==> src/rtl/vpipe_dec_pkg.sv <==
// Shared types, defaults and the reference decode function for the vpipe_dec3
// decode pipeline (inverse of the 2x+1 encoder).
package vpipe_dec_pkg;

  localparam int VPIPE_DEC_W_DEFAULT = 4;

  typedef struct packed {
    logic                           valid;
    logic                           tag;
    logic                           err;
    logic [VPIPE_DEC_W_DEFAULT-1:0] data;
  } stage_t;

  // Expected decode of an encoded word y: ((y-1) mod 2^W) >> 1.
  function automatic logic [VPIPE_DEC_W_DEFAULT-1:0] dec_ref(
    input logic [VPIPE_DEC_W_DEFAULT-1:0] y
  );
    logic [VPIPE_DEC_W_DEFAULT-1:0] d;
    d = y - VPIPE_DEC_W_DEFAULT'(1);
    return d >> 1;
  endfunction

endpackage

==> src/rtl/vpipe_dec_slice.sv <==
// One elastic register slice: holds valid/tag/err/data until the next stage
// takes it. Loads only when the upstream stage advances into it.
module vpipe_dec_slice #(
  parameter int W = 4
) (
  input  logic         clk,
  input  logic         rst_n,
  input  logic         load,
  input  logic         in_tag,
  input  logic         in_err,
  input  logic [W-1:0] in_data,
  input  logic         down_ready,
  output logic         valid,
  output logic         tag,
  output logic         err,
  output logic [W-1:0] data,
  output logic         adv
);

  assign adv = valid & down_ready;

  // The parent only asserts load when this slot is empty or advancing.
  always_ff @(posedge clk or negedge rst_n) begin
    if (!rst_n) begin
      valid <= 1'b0;
      tag   <= 1'b0;
      err   <= 1'b0;
      data  <= '0;
    end else if (load) begin
      valid <= 1'b1;
      tag   <= in_tag;
      err   <= in_err;
      data  <= in_data;
    end else if (adv) begin
      valid <= 1'b0;
      tag   <= 1'b0;
    end
  end

endmodule

==> src/rtl/vpipe_dec3.sv <==
// Three-stage elastic decode pipeline recovering x from y = 2x+1, with a one-hot
// tracking tag. Optional refinement checker enabled by VPIPE_DEC_CHECK_EN.
module vpipe_dec3
  import vpipe_dec_pkg::*;
#(
  parameter int W = VPIPE_DEC_W_DEFAULT
) (
  input  logic         clk,
  input  logic         rst_n,
  input  logic         in_valid,
  output logic         in_ready,
  input  logic [W-1:0] in_data,
  input  logic         in_tag,
  output logic         out_valid,
  input  logic         out_ready,
  output logic [W-1:0] out_data,
  output logic         out_err,
  output logic         out_tag,
  output logic         track_busy,
  output logic         chk_fail
);

  // Handshake: a word moves across a boundary in any cycle where the sender's
  // valid and the receiver's ready are both high; valid never depends on ready.
  logic         v1, v2, v3;
  logic         t1, t2, t3;
  logic         e1, e2, e3;
  logic         adv1, adv2, adv3;
  logic [W-1:0] s1_data, s2_data, s3_data;
  logic [W-1:0] s2_in, s3_in;
  logic         accept, retire, tag_in;

  assign retire   = adv3 & t3;
  assign in_ready = !v1 | adv1;
  assign accept   = in_valid & in_ready;
  // A new tag is honoured when idle, or when the current one retires this cycle.
  assign tag_in   = in_tag & (!track_busy | retire);

  assign s2_in = s1_data - W'(1);
  assign s3_in = s2_data >> 1;

  vpipe_dec_slice #(.W(W)) u_s1 (
    .clk(clk), .rst_n(rst_n), .load(accept),
    .in_tag(tag_in), .in_err(~in_data[0]), .in_data(in_data),
    .down_ready(!v2 | adv2),
    .valid(v1), .tag(t1), .err(e1), .data(s1_data), .adv(adv1)
  );

  vpipe_dec_slice #(.W(W)) u_s2 (
    .clk(clk), .rst_n(rst_n), .load(adv1),
    .in_tag(t1), .in_err(e1), .in_data(s2_in),
    .down_ready(!v3 | adv3),
    .valid(v2), .tag(t2), .err(e2), .data(s2_data), .adv(adv2)
  );

  vpipe_dec_slice #(.W(W)) u_s3 (
    .clk(clk), .rst_n(rst_n), .load(adv2),
    .in_tag(t2), .in_err(e2), .in_data(s3_in),
    .down_ready(out_ready),
    .valid(v3), .tag(t3), .err(e3), .data(s3_data), .adv(adv3)
  );

  assign out_valid = v3;
  assign out_data  = s3_data;
  assign out_err   = e3;
  assign out_tag   = t3;

  always_ff @(posedge clk or negedge rst_n) begin
    if (!rst_n) begin
      track_busy <= 1'b0;
    end else if (accept & tag_in) begin
      track_busy <= 1'b1;
    end else if (retire) begin
      track_busy <= 1'b0;
    end
  end

`ifdef VPIPE_DEC_CHECK_EN
  logic [W-1:0] shadow;
  logic [W-1:0] shadow_m1;
  logic [W-1:0] shadow_exp;
  logic         chk_q;

  assign shadow_m1  = shadow - W'(1);
  assign shadow_exp = shadow_m1 >> 1;

  always_ff @(posedge clk or negedge rst_n) begin
    if (!rst_n) begin
      shadow <= '0;
      chk_q  <= 1'b0;
    end else begin
      if (accept & tag_in) shadow <= in_data;
      if (retire && (out_data != shadow_exp || out_err != ~shadow[0])) chk_q <= 1'b1;
    end
  end

  assign chk_fail = chk_q;

  a_one_tag : assert property (@(posedge clk) disable iff (!rst_n)
    track_busy |-> $onehot({t1, t2, t3}));

  a_stall_stable : assert property (@(posedge clk) disable iff (!rst_n)
    (out_valid & !out_ready) |=> (out_valid && $stable(out_data) &&
                                  $stable(out_err) && $stable(out_tag)));
`else
  assign chk_fail = 1'b0;
`endif

endmodule

==> config.mk <==
export PLATFORM = sky130hd
export DESIGN_NAME = vpipe_dec3
export DESIGN_NICKNAME = d
export VERILOG_FILES = /design/src/rtl/vpipe_dec_pkg.sv /design/src/rtl/vpipe_dec_slice.sv /design/src/rtl/vpipe_dec3.sv
export SDC_FILE = /design/constraint.sdc
export NUM_CORES = 1
export LEC_CHECK = 0
export BUFFER_PORTS_ARGS = -buffer_cell sky130_fd_sc_hd__buf_4
export CORE_ASPECT_RATIO = 1.2
export CORE_MARGIN = 1.5
export CORE_UTILIZATION = 34
export DETAILED_ROUTE_END_ITERATION = 7
export PLACE_DENSITY_LB_ADDON = 0.15
export SLEW_MARGIN = 20
export SYNTH_ARGS = -nofsm -noshare
export SYNTH_HDL_FRONTEND = slang
export SYNTH_SLANG_ARGS = --single-unit
==> constraint.sdc <==
create_clock -name clk -period 2 [get_ports clk]
set_input_delay 0.1 -clock clk [delete_from_list [all_inputs] [get_ports clk]]
set_output_delay 0.1 -clock clk [all_outputs]
set_load 0.1 [all_outputs]
# Word level (Yosys, flattened, before mapping)
# Index checks and enable logic that the tools add are counted.
# word_totals
register_bits	21
input_bits	9
output_inout_bits	10
# classes
n_addsub	1
n_mux	11
n_bitwise	12
reduce_logical	8
# ops
cell	count
1-bit 2-to-1 mux	11
2-bit nonzero test	4
1-bit AND	7
1-bit zero test	4
1-bit bitwise OR	4
4-bit by 1-bit subtractor with 4-bit output, second input constant	1
1-bit NOT	1

# Depth between registers and ports, before layout
# depth
depth_word	9
depth_mapped	4
depth_no_buf	4

# Cells and area by module
# From an unflattened synthesis, not the netlist that was laid out.
# hier_totals
cells_unflattened	75
hier_area_um2	1032.2
# by_module_without_submodules
mod	n_inst	cells_each	area_per_inst_um2
vpipe_dec_slice	3	19	295.3
vpipe_dec3	1	18	146.4

# Worst setup path after synthesis
# Ideal clock, no wire load.
# synth_timing
path_type	reg2reg
start	register u_s3.valid
end	register u_s1.data[0]
setup_time_ns	0.125
arrival_time_ns	2.266
required_time_ns	1.875
path_slack_ns	-0.390
path_stages_with_launch	4
path_cell_list	dfrtp_1 nand4b_4 nand2_2 mux2_2
# synth_via
elab_chain_cells	7
word_cells_on_any_way	8
classes_between	bitwise (7); reduce/logical (1)
# synth_rtl
item	line_no	source
start, declared	vpipe_dec_slice.sv:13	output logic valid,
start signal, assigned	vpipe_dec_slice.sv:25	valid <= 1'b0;
start signal, assigned	vpipe_dec_slice.sv:30	valid <= 1'b1;
start signal, assigned	vpipe_dec_slice.sv:35	valid <= 1'b0;
1-bit AND or 1-bit zero test (tied branches)	vpipe_dec_slice.sv:20, vpipe_dec3.sv:52	
1-bit bitwise OR (*)	vpipe_dec3.sv:52	.down_ready(!v3 | adv3),
1-bit AND (*)	vpipe_dec_slice.sv:20	assign adv = valid & down_ready;
1-bit bitwise OR (*)	vpipe_dec3.sv:45	.down_ready(!v2 | adv2),
1-bit AND (*)	vpipe_dec_slice.sv:20	
1-bit bitwise OR (*)	vpipe_dec3.sv:34	assign in_ready = !v1 | adv1;
net in_ready	vpipe_dec3.sv:11	output logic in_ready,
1-bit AND (*)	vpipe_dec3.sv:35	assign accept = in_valid & in_ready;
end signal, assigned	vpipe_dec_slice.sv:33	data <= in_data;
end, declared	vpipe_dec_slice.sv:16	output logic [W-1:0] data,
# The timed path passes the listed nets; every way through them passes the cells marked *.
# A chain may end at the register's enable or synchronous reset.

# Worst setup path in the final report
# layout_timing
start	register u_s2.valid
end	output port in_ready
# layout_via
elab_chain_cells	4
word_cells_on_any_way	5
classes_between	bitwise (4); reduce/logical (1)
# layout_rtl
item	line_no
start, declared	vpipe_dec_slice.sv:13
start signal, assigned	vpipe_dec_slice.sv:25
start signal, assigned	vpipe_dec_slice.sv:30
start signal, assigned	vpipe_dec_slice.sv:35
1-bit AND or 1-bit zero test (tied branches)	vpipe_dec_slice.sv:20, vpipe_dec3.sv:45
1-bit bitwise OR (*)	vpipe_dec3.sv:45
1-bit AND (*)	vpipe_dec_slice.sv:20
1-bit bitwise OR (*)	vpipe_dec3.sv:34
end, declared	vpipe_dec3.sv:11
# Mark *: on every way between the ends. The rest lies on a longest branch, timed or not.

==> results.txt <==
outcome: finished, final reports clean
Synth Area in Adders: 1.453%
critical path endpoint category: output pin
Clock Tree Root: clkbuf_4
CP Cell Sequence: nand4b_4, buf_4
Worst path top cell family by delay: flip-flops
setup slack, reg-to-reg: 670 ps
die area: 2844 um^2
post-synth cell types: 20
Worst VDD drop: 0.0006709 V
post-synthesis mux area share: 16.72%
drt drc: 0
CP max stage cell: dfrtp_1
Setup Viol. Count Final: 0
Avg Cell Area, Syn: 13.66 um^2
worst clock skew: 5.427 ps
initial antenna violation count: 0
fin crit share: 67.18%
setup TNS: 0 ps
critical path launch point type: flip-flop
Die W: 48.94 um
max-cap viol count: 0
mean number of vias per cell: 4.565
CP Class: flip-flop to output pin
Leak: 0.5005 nW
first-pass GRT wire length: 2339 um
IO buf count: 16
critical path arrival: 1240 ps
initial core utilization: 36.58%
CTS Buf Count: 3
simple-gate area share of the yosys netlist: 12.21%
# IOs: 19
WL final: 1361 um
Util after Layout: 44.87%
worst skew pair latency: 290 ps
antenna-violating nets left: 0
Pre-antenna DRT Iters: 2
gpl congestion: 0.6816
Clock H-tree levels: 1
Mapped Area: 860.8 um^2
Compound-Gate Fraction of Synth Area: 5.523%
grt ovf: 0
share of layout cells above drive strength 1: 41.67%
yosys synthesis warning count: 0
vias in the first global route: 497
maximum clock path buffer count: 2
Yosys reg bits: 20
XOR/XNOR share of the synthesized area: 2.035%
worst path buffer plus inverter count: 1
GRT Total Usage: 11.19%
CP peak stage delay: 490 ps
CTS tree: yes
Final Hold Viols: 0
antenna cells: 0
total power: 1.317 mW
Post-Synthesis Cells: 63
Tmin final: 1344 ps
Worst Path Max Fanout: 7
Via Count: 525
clock slew at reported path FFs: 110 ps
Core Area: 2354 um^2
fmax: 744.3 MHz
chip height: 58.12 um
area of the multi-input gates: 334.1 um^2
pwr/cell area: 1247 nW/um^2
largest net degree at the start of global routing: 21
Post-CTS Resized: 0
unrepaired setup endpoints after global routing: no
Hold WC Path Type: input port to flip-flop
Max Transition Viols Final: 0
row count: 19
fillers: 228
Initial DRC Count: 4
register area: 501.7 um^2
Layout Nets: 95
Critical Path RT: 1900 ps
WL/cell: 11.83 um
total clock sinks: 20
sequential share of the synthesized area: 58.14%
Detailed Place HPWL: 1030 um
main combinational cell family by area after synthesis: multiplexers
area delta synth->final: 22.67%
## path summary, 6_finish.rpt
kind,startpoint,end,cells after the start
worst max-delay path,u_s2.valid,in_ready,2
worst min-delay path,in_valid,u_s1.valid,2
worst max register to register,u_s2.valid,u_s2.data[2],3
worst min register to register,u_s2.tag,u_s2.tag,1
max in group asynchronous,rst_n,u_s3.valid,2
min in group asynchronous,rst_n,u_s1.data[0],2
## cells in the mapped netlist
cell      number  share of area [%]
a21o_1         1               0.87
a32o_1         3                3.5
and3_4         1                1.3
buf_4          2                1.7
conb_1         1               0.44
dfrtp_1       20                 58
ha_1           1                1.5
inv_1          4                1.7
mux2_2        11                 14
mux2i_1        2                2.3
nand2_1        2               0.87
nand2_2        2                1.5
nand2b_1       4                2.9
nand3_1        1               0.58
nand3b_1       1               0.87
nand4b_4       1                2.8
nor3_1         1               0.58
o21ai_0        2                1.2
or2b_1         1               0.87
xor2_1         2                2.0
## cells by family after synthesis
family                   count (synthesis)
flip-flops                              20
adder cells (fa/ha/maj)                  1
AO/OA/AOI/OAI                            6
XOR/XNOR                                 2
other                                    1
AND/OR/NAND/NOR                         14
multiplexers                            13
buffers and inverters                    6
## routing by layer
layer	track usage [%]	routed length (um)
met1	14.72	672
met5	0	0
met2	16.83	619
met4	7.347	23
met3	2.320	46
## power breakdown
part / internal, mW / switching (mW)
Combinational: 0.155 / 0.415
Clock: 0.0774 / 0.118
Sequential: 0.494 / 0.0569
Total: 0.726 / 0.590
## sequential cells by signal, indices dropped and copies added, names as in the netlist
signal      flops
u_s3.data       3
track_busy      1
u_s2.data       3
u_s1.err        1
u_s1.tag        1
u_s3.tag        1
u_s1.valid      1
u_s2.valid      1
u_s3.valid      1
u_s1.data       4
u_s2.err        1
u_s3.err        1
u_s2.tag        1
## cells in the final DEF (no fill, tap or decap), drive strengths merged
cell / synthesis / final
inv: 4 / 4
mux2: 11 / 11
nand3b: 1 / 1
dlygate4sd3: 0 / 2
ha: 1 / 1
nand4b: 1 / 1
clkbuf: 0 / 4
and3: 1 / 1
xor2: 2 / 2
buf: 2 / 16
nand2b: 4 / 4
or2b: 1 / 1
nand2: 4 / 4
nand3: 1 / 1
conb: 1 / 2
mux2i: 2 / 2
nor3: 1 / 1
a21o: 1 / 1
o21ai: 2 / 2
a32o: 3 / 3
dfrtp: 20 / 20
## through the flow
stage / instances / hold slack, ps / setup WS, ps / area (um^2)
floorplan: 64 / -195.6 / 19.84 / 865.8
global placement: 109 / -1.894 / 734.7 / 1010
detailed placement: 109 / -3.665 / 688.0 / 1010
CTS: 115 / 13.13 / 647.5 / 1056
global route: 115 / 16.71 / 538.4 / 1056
finish: 115 / 22.44 / 656.5 / 1056
## repair_timing
action / CTS / global route
hold buffers: 2 / 0
endpoints found under the hold margin: 21 / 0
setup buffers: 0 / 0
## layout make-up
cell class	count	share of cell area, %
Sequential cell	20	47.51
Multi-Input combinational cell	38	31.64
Timing Repair Buffer	18	13.27
Tap cell	31	3.673
Clock buffer	4	2.488
Inverter	4	1.422
Power figures use the tool's default switching activity.
